[src/rtl/ps2_kbd_rx.sv]
// rtl/ps2_kbd_rx.sv - PS/2 keyboard receiver: synchronize, deglitch ps2_clk, deframe scan codes
module ps2_kbd_rx #(
    parameter int FILTER_LEN     = 4,
    parameter int TIMEOUT_CYCLES = 2000
) (
    input  logic       clk,
    input  logic       reset_n_i,
    input  logic       ps2_clk_i,
    input  logic       ps2_data_i,
    output logic [7:0] ps2_kbd_code_o,
    output logic       ps2_kbd_strobe_o,
    output logic       ps2_kbd_err_o
);

    localparam int FW = $clog2(FILTER_LEN + 1);
    localparam int TW = $clog2(TIMEOUT_CYCLES + 1);
    localparam logic [FW-1:0] FILT_LAST = FW'(FILTER_LEN - 1);
    localparam logic [TW-1:0] TO_MAX    = TW'(TIMEOUT_CYCLES);

    typedef enum logic [1:0] {IDLE, DATA, PARITY, STOP} state_t;

    logic          clk_s1, clk_s2, dat_s1, dat_s2;
    logic          filt_lvl, filt_lvl_q;
    logic [FW-1:0] filt_cnt;
    logic          sample_ev;

    state_t        state, state_n;
    logic [2:0]    bit_cnt, bit_cnt_n;
    logic [7:0]    shreg, shreg_n;
    logic          par_bit, par_n;
    logic [TW-1:0] idle_cnt, idle_cnt_n;
    logic [7:0]    code, code_n;
    logic          strobe, strobe_n;
    logic          err, err_n;
    logic          timeout;

    // Filtered level starts high so leaving reset never looks like a falling edge.
    always_ff @(posedge clk or negedge reset_n_i) begin
        if (!reset_n_i) begin
            clk_s1     <= 1'b0;
            clk_s2     <= 1'b0;
            dat_s1     <= 1'b0;
            dat_s2     <= 1'b0;
            filt_lvl   <= 1'b1;
            filt_lvl_q <= 1'b1;
            filt_cnt   <= '0;
        end else begin
            clk_s1     <= ps2_clk_i;
            clk_s2     <= clk_s1;
            dat_s1     <= ps2_data_i;
            dat_s2     <= dat_s1;
            filt_lvl_q <= filt_lvl;
            if (clk_s2 == filt_lvl) begin
                filt_cnt <= '0;
            end else if (filt_cnt == FILT_LAST) begin
                filt_lvl <= clk_s2;
                filt_cnt <= '0;
            end else begin
                filt_cnt <= filt_cnt + 1'b1;
            end
        end
    end

    assign sample_ev = filt_lvl_q & ~filt_lvl;
    assign timeout   = (state != IDLE) && (idle_cnt == TO_MAX);

    always_ff @(posedge clk or negedge reset_n_i) begin
        if (!reset_n_i) begin
            state    <= IDLE;
            bit_cnt  <= '0;
            shreg    <= '0;
            par_bit  <= 1'b0;
            idle_cnt <= '0;
            code     <= '0;
            strobe   <= 1'b0;
            err      <= 1'b0;
        end else begin
            state    <= state_n;
            bit_cnt  <= bit_cnt_n;
            shreg    <= shreg_n;
            par_bit  <= par_n;
            idle_cnt <= idle_cnt_n;
            code     <= code_n;
            strobe   <= strobe_n;
            err      <= err_n;
        end
    end

    always_comb begin
        state_n    = state;
        bit_cnt_n  = bit_cnt;
        shreg_n    = shreg;
        par_n      = par_bit;
        code_n     = code;
        strobe_n   = 1'b0;
        err_n      = 1'b0;
        idle_cnt_n = idle_cnt;
        if (sample_ev) begin
            idle_cnt_n = '0;
        end else if (state != IDLE && idle_cnt != TO_MAX) begin
            idle_cnt_n = idle_cnt + 1'b1;
        end

        // A timeout wins over a coincident sample, which is dropped.
        if (timeout) begin
            state_n    = IDLE;
            err_n      = 1'b1;
            idle_cnt_n = '0;
        end else if (sample_ev) begin
            case (state)
                IDLE: begin
                    if (!dat_s2) begin
                        bit_cnt_n = '0;
                        state_n   = DATA;
                    end
                end
                DATA: begin
                    shreg_n   = {dat_s2, shreg[7:1]};
                    bit_cnt_n = bit_cnt + 1'b1;
                    if (bit_cnt == 3'd7) begin
                        state_n = PARITY;
                    end
                end
                PARITY: begin
                    par_n   = dat_s2;
                    state_n = STOP;
                end
                STOP: begin
                    state_n = IDLE;
                    if (dat_s2 && (^{shreg, par_bit})) begin
                        code_n   = shreg;
                        strobe_n = 1'b1;
                    end else begin
                        err_n = 1'b1;
                    end
                end
                default: state_n = IDLE;
            endcase
        end
    end

    assign ps2_kbd_code_o   = code;
    assign ps2_kbd_strobe_o = strobe;
    assign ps2_kbd_err_o    = err;

endmodule
[config.mk]
export PLATFORM = sky130hd
export DESIGN_NAME = ps2_kbd_rx
export DESIGN_NICKNAME = d
export VERILOG_FILES = /design/src/rtl/ps2_kbd_rx.sv
export SDC_FILE = /design/constraint.sdc
export NUM_CORES = 1
export LEC_CHECK = 0
export ABC_CLOCK_PERIOD_IN_PS = 2440
export CAP_MARGIN = 10
export CORE_UTILIZATION = 45
export CTS_CLUSTER_SIZE = 25
export DETAILED_ROUTE_END_ITERATION = 8
export MAX_ROUTING_LAYER = met4
export PLACE_DENSITY_LB_ADDON = 0.25
export SETUP_SLACK_MARGIN = 0.4
export SYNTH_ARGS = -nofsm -noshare
export SYNTH_HDL_FRONTEND = slang
export SYNTH_SLANG_ARGS = --single-unit
[constraint.sdc]
create_clock -name clk -period 2.44 [get_ports clk]
set_clock_uncertainty 0.2 [all_clocks]
set_input_delay 0.61 -clock clk [delete_from_list [all_inputs] [get_ports clk]]
set_output_delay 0.61 -clock clk [all_outputs]
set_load 0.005 [all_outputs]
==> results_dict.tcl <==
set metrics [dict create \
    final_nets 221 \
    io-pin-count 14 \
    syn_area_um2 2060 \
    die-area_um2 4840 \
    wl_um 3940 \
    rows 24 \
    wl_per_cell_um 15.1 \
    report.final.slew_viol_count 0 \
    numCtsBuffers 5 \
    rsz0062_at_grt "yes" \
    r2r-end "ps2_kbd_code_o[3]$_DFFE_PN0P_" \
    synth_seq_cells 44 \
    cp_max_fo 5 \
    placed_cell_area_um2 2340 \
    ir_drop_uv 718 \
    drv_cap 0 \
    viasPerCell 5.54 \
    drive_gt1_share_pct 32.2 \
    clkLatencyLatePin_ns 0.30 \
    grt_util_all_layers_pct 18.4 \
    cts_sinks 44 \
    cts_max_level 2 \
    place_inst 235 \
    core-area_um2 4380 \
    drc 0 \
    synth.distinct_cells 37 \
    die_y_um 69.6 \
    tightest_slew_ns 0.496 \
    synthesis.nets 185 \
    gp_congestion 0.921 \
    portBuffers 13 \
    syn_inst 171 \
    cts_hold_buf 0 \
    antenna_found_initial 0 \
    synth-edff-count 0 \
    crit-reg2reg-launch "shreg[6]$_DFFE_PN0P_" \
    first_iter_violations 58 \
    hold_class "in -> async" \
    period_needed_ns 2.09 \
    endpoint "ps2_kbd_code_o[3]$_DFFE_PN0P_" \
    first_pass_iters 4 \
    finalSetupTns_ns 0 \
    via_count 1441 \
    pwr_density_cell_nw_per_um2 1110 \
    design_area_um2 2610 \
    grt_util_met2_pct 30.9 \
    post-dp-hpwl_um 2610 \
    crit_start "shreg[6]$_DFFE_PN0P_" \
    r2r_cells 6 \
    grt_pass1_wl_um 6720 \
    outcome "finished clean" \
    busiest_layer "met2" \
    critPathKind "reg -> reg" \
    die_w_um 69.6 \
    ys_seq_area_share_pct 53.7 \
    initial_core_util_pct 46.9 \
    r2r_slack_ns 0.35 \
    fin_cells 260 \
    async_flop_share_pct 100 \
    diodes 0 \
    arrival_ns 2.09 \
    cp.required_ns 2.44 \
    endpoint_kind "register" \
    clockBufferDepth 2 \
    grt_pass1_vias 1467 \
    timing.final.crit_share_pct 85.7 \
    grt-ovfl-total 0 \
    hold_viol_final 0 \
    fmax_ghz 0.478 \
    cts_tree "done" \
    grt_max_degree 25 \
    syn_to_final_growth_pct 27.0 \
    grt_util_met1_pct 21.3 \
    fin_util_pct 59.5 \
    grtUsageMet3_pct 4.80 \
    ys_dominant_reg_cell "dfrtp_1" \
    setup_violations 0 \
    p_leak_nw 1.23 \
    synth.avg_cell_area_um2 12.0 \
    max_slew_margin_pct 66.8 \
    ctsRootBufferMaster "clkbuf_8" \
    ys_warn_count 0 \
    clk_pin_slew_ns 0.09 \
    crit_path_start_kind "register" \
    detail-route-antenna-nets 0 \
]
where the power goes:
part | leakage [nW] | switching (mW) | internal, mW
combinational | 0.610 | 0.667 | 0.734
clock | 0.0404 | 0.255 | 0.203
sequential | 0.575 | 0.141 | 0.905
total | 1.23 | 1.06 | 1.84
sequential cells by signal, summed over array words and instances, names as in the netlist:
name	count
ps2_kbd_code_o	8
filt_lvl_q	1
ps2_kbd_err_o	1
par_bit	1
filt_cnt	3
ps2_kbd_strobe_o	1
state	2
clk_s1	1
idle_cnt	11
shreg	8
filt_lvl	1
dat_s1	1
clk_s2	1
bit_cnt	3
dat_s2	1
layout make-up:
class / count / area, um^2
clock inverters: 3 / 23.8
clock buffers: 5 / 68.8
fillers: 346 / 1770
inverters: 8 / 30.0
flip-flops and latches: 44 / 1100
repair buffers: 30 / 273
well taps: 52 / 65.1
multi-input cells: 118 / 1050
worst max-delay path, stage by stage, from the launching register on:
cell and delay, ns:
dfrtp_1 0.40, xnor2_1 0.16, xnor3_1 0.47, xnor2_2 0.15, buf_6 0.14, nand3_4 0.12
mux2_4 0.34
cell usage in the layout (no fill, tap or decap), types with 2 or more instances in the layout:
cell type and n:
a21oi_1 3, a21oi_2 2, a32oi_1 2, and2_4 2, and3_1 4, buf_4 14, buf_6 2, clkbuf_8 5
clkdlybuf4s50_1 12, clkinvlp_4 2, dfrtp_1 42, dfstp_2 2, ha_1 9, inv_1 6, inv_2 2, mux2_2 10
mux2_4 8, nand2_1 12, nand2_2 2, nand3_1 2, nand3_4 2, nand4_1 5, nor2_1 7, nor2b_1 4
nor3_1 2, o21ai_0 5, or3_1 2, xnor2_1 8, xnor2_2 2, xor2_1 4
worst min-delay path by stage:
stage                     slack [ns]                      end  cells after the start        startpoint
final                           0.07     state[0]$_DFFE_PN0P_                      1         reset_n_i
after floorplan                 0.11   bit_cnt[0]$_DFFE_PN0P_                      0         reset_n_i
after global placement          0.13         clk_s2$_DFF_PN0_                      0  clk_s1$_DFF_PN0_
after detailed placement        0.14         clk_s2$_DFF_PN0_                      0  clk_s1$_DFF_PN0_
after global routing            0.09  idle_cnt[1]$_DFFE_PN0P_                      1         reset_n_i
after CTS                       0.08  idle_cnt[1]$_DFFE_PN0P_                      1         reset_n_i
cells by family after synthesis:
group                    synth area share [%]
AO/OA/AOI/OAI                            6.33
XOR/XNOR                                 7.43
adder cells (fa/ha/maj)                  6.09
buffers and inverters                    2.13
flip-flops                               53.7
multiplexers                             9.86
AND/OR/NAND/NOR                          14.5
cell usage after synthesis (all sizes together), types with 2 or more instances:
cell	number	area, um^2
nand4	5	31.3
nor2b	4	25.0
and3	5	31.3
a31oi	2	12.5
dfstp	2	52.6
xnor2	10	95.1
nor3b	2	15.0
a21oi	5	25.0
ha	10	125
or3	2	12.5
o21ai	6	30.0
buf	2	10.0
a32oi	2	17.5
xor2	4	35.0
nor3	3	15.0
nand3	3	27.5
dfrtp	42	1050
mux2	18	203
nand2	14	52.6
inv	8	30.0
nor2	8	30.0
layer usage:
metal	up-vias	part of all wire, %	wire (um)
li1	678	-	-
met1	730	44	1720
met2	24	52	2030
met3	9	2.6	104
met4	0	1.9	76
met5	-	0	0
through the flow:
stage | worst slack (ns) | total power [mW] | hold slack, ns
2_1_floorplan | 0.356 | 1.84 | 0.114
3_3_place_gp | 0.329 | 2.02 | 0.133
3_5_place_dp | 0.261 | 2.08 | 0.141
4_1_cts | 0.339 | 2.80 | 0.0792
5_1_grt | 0.271 | 3.10 | 0.0927
6_report | 0.350 | 2.90 | 0.0709
what timing repair did:
item	CTS	global route
resized for setup	3	9
pin swaps	4	7
setup endpoints to repair	20	25
gates cloned	2	0
buffers inserted	8	7
Note: power is estimated with default switching activity, not from simulation.
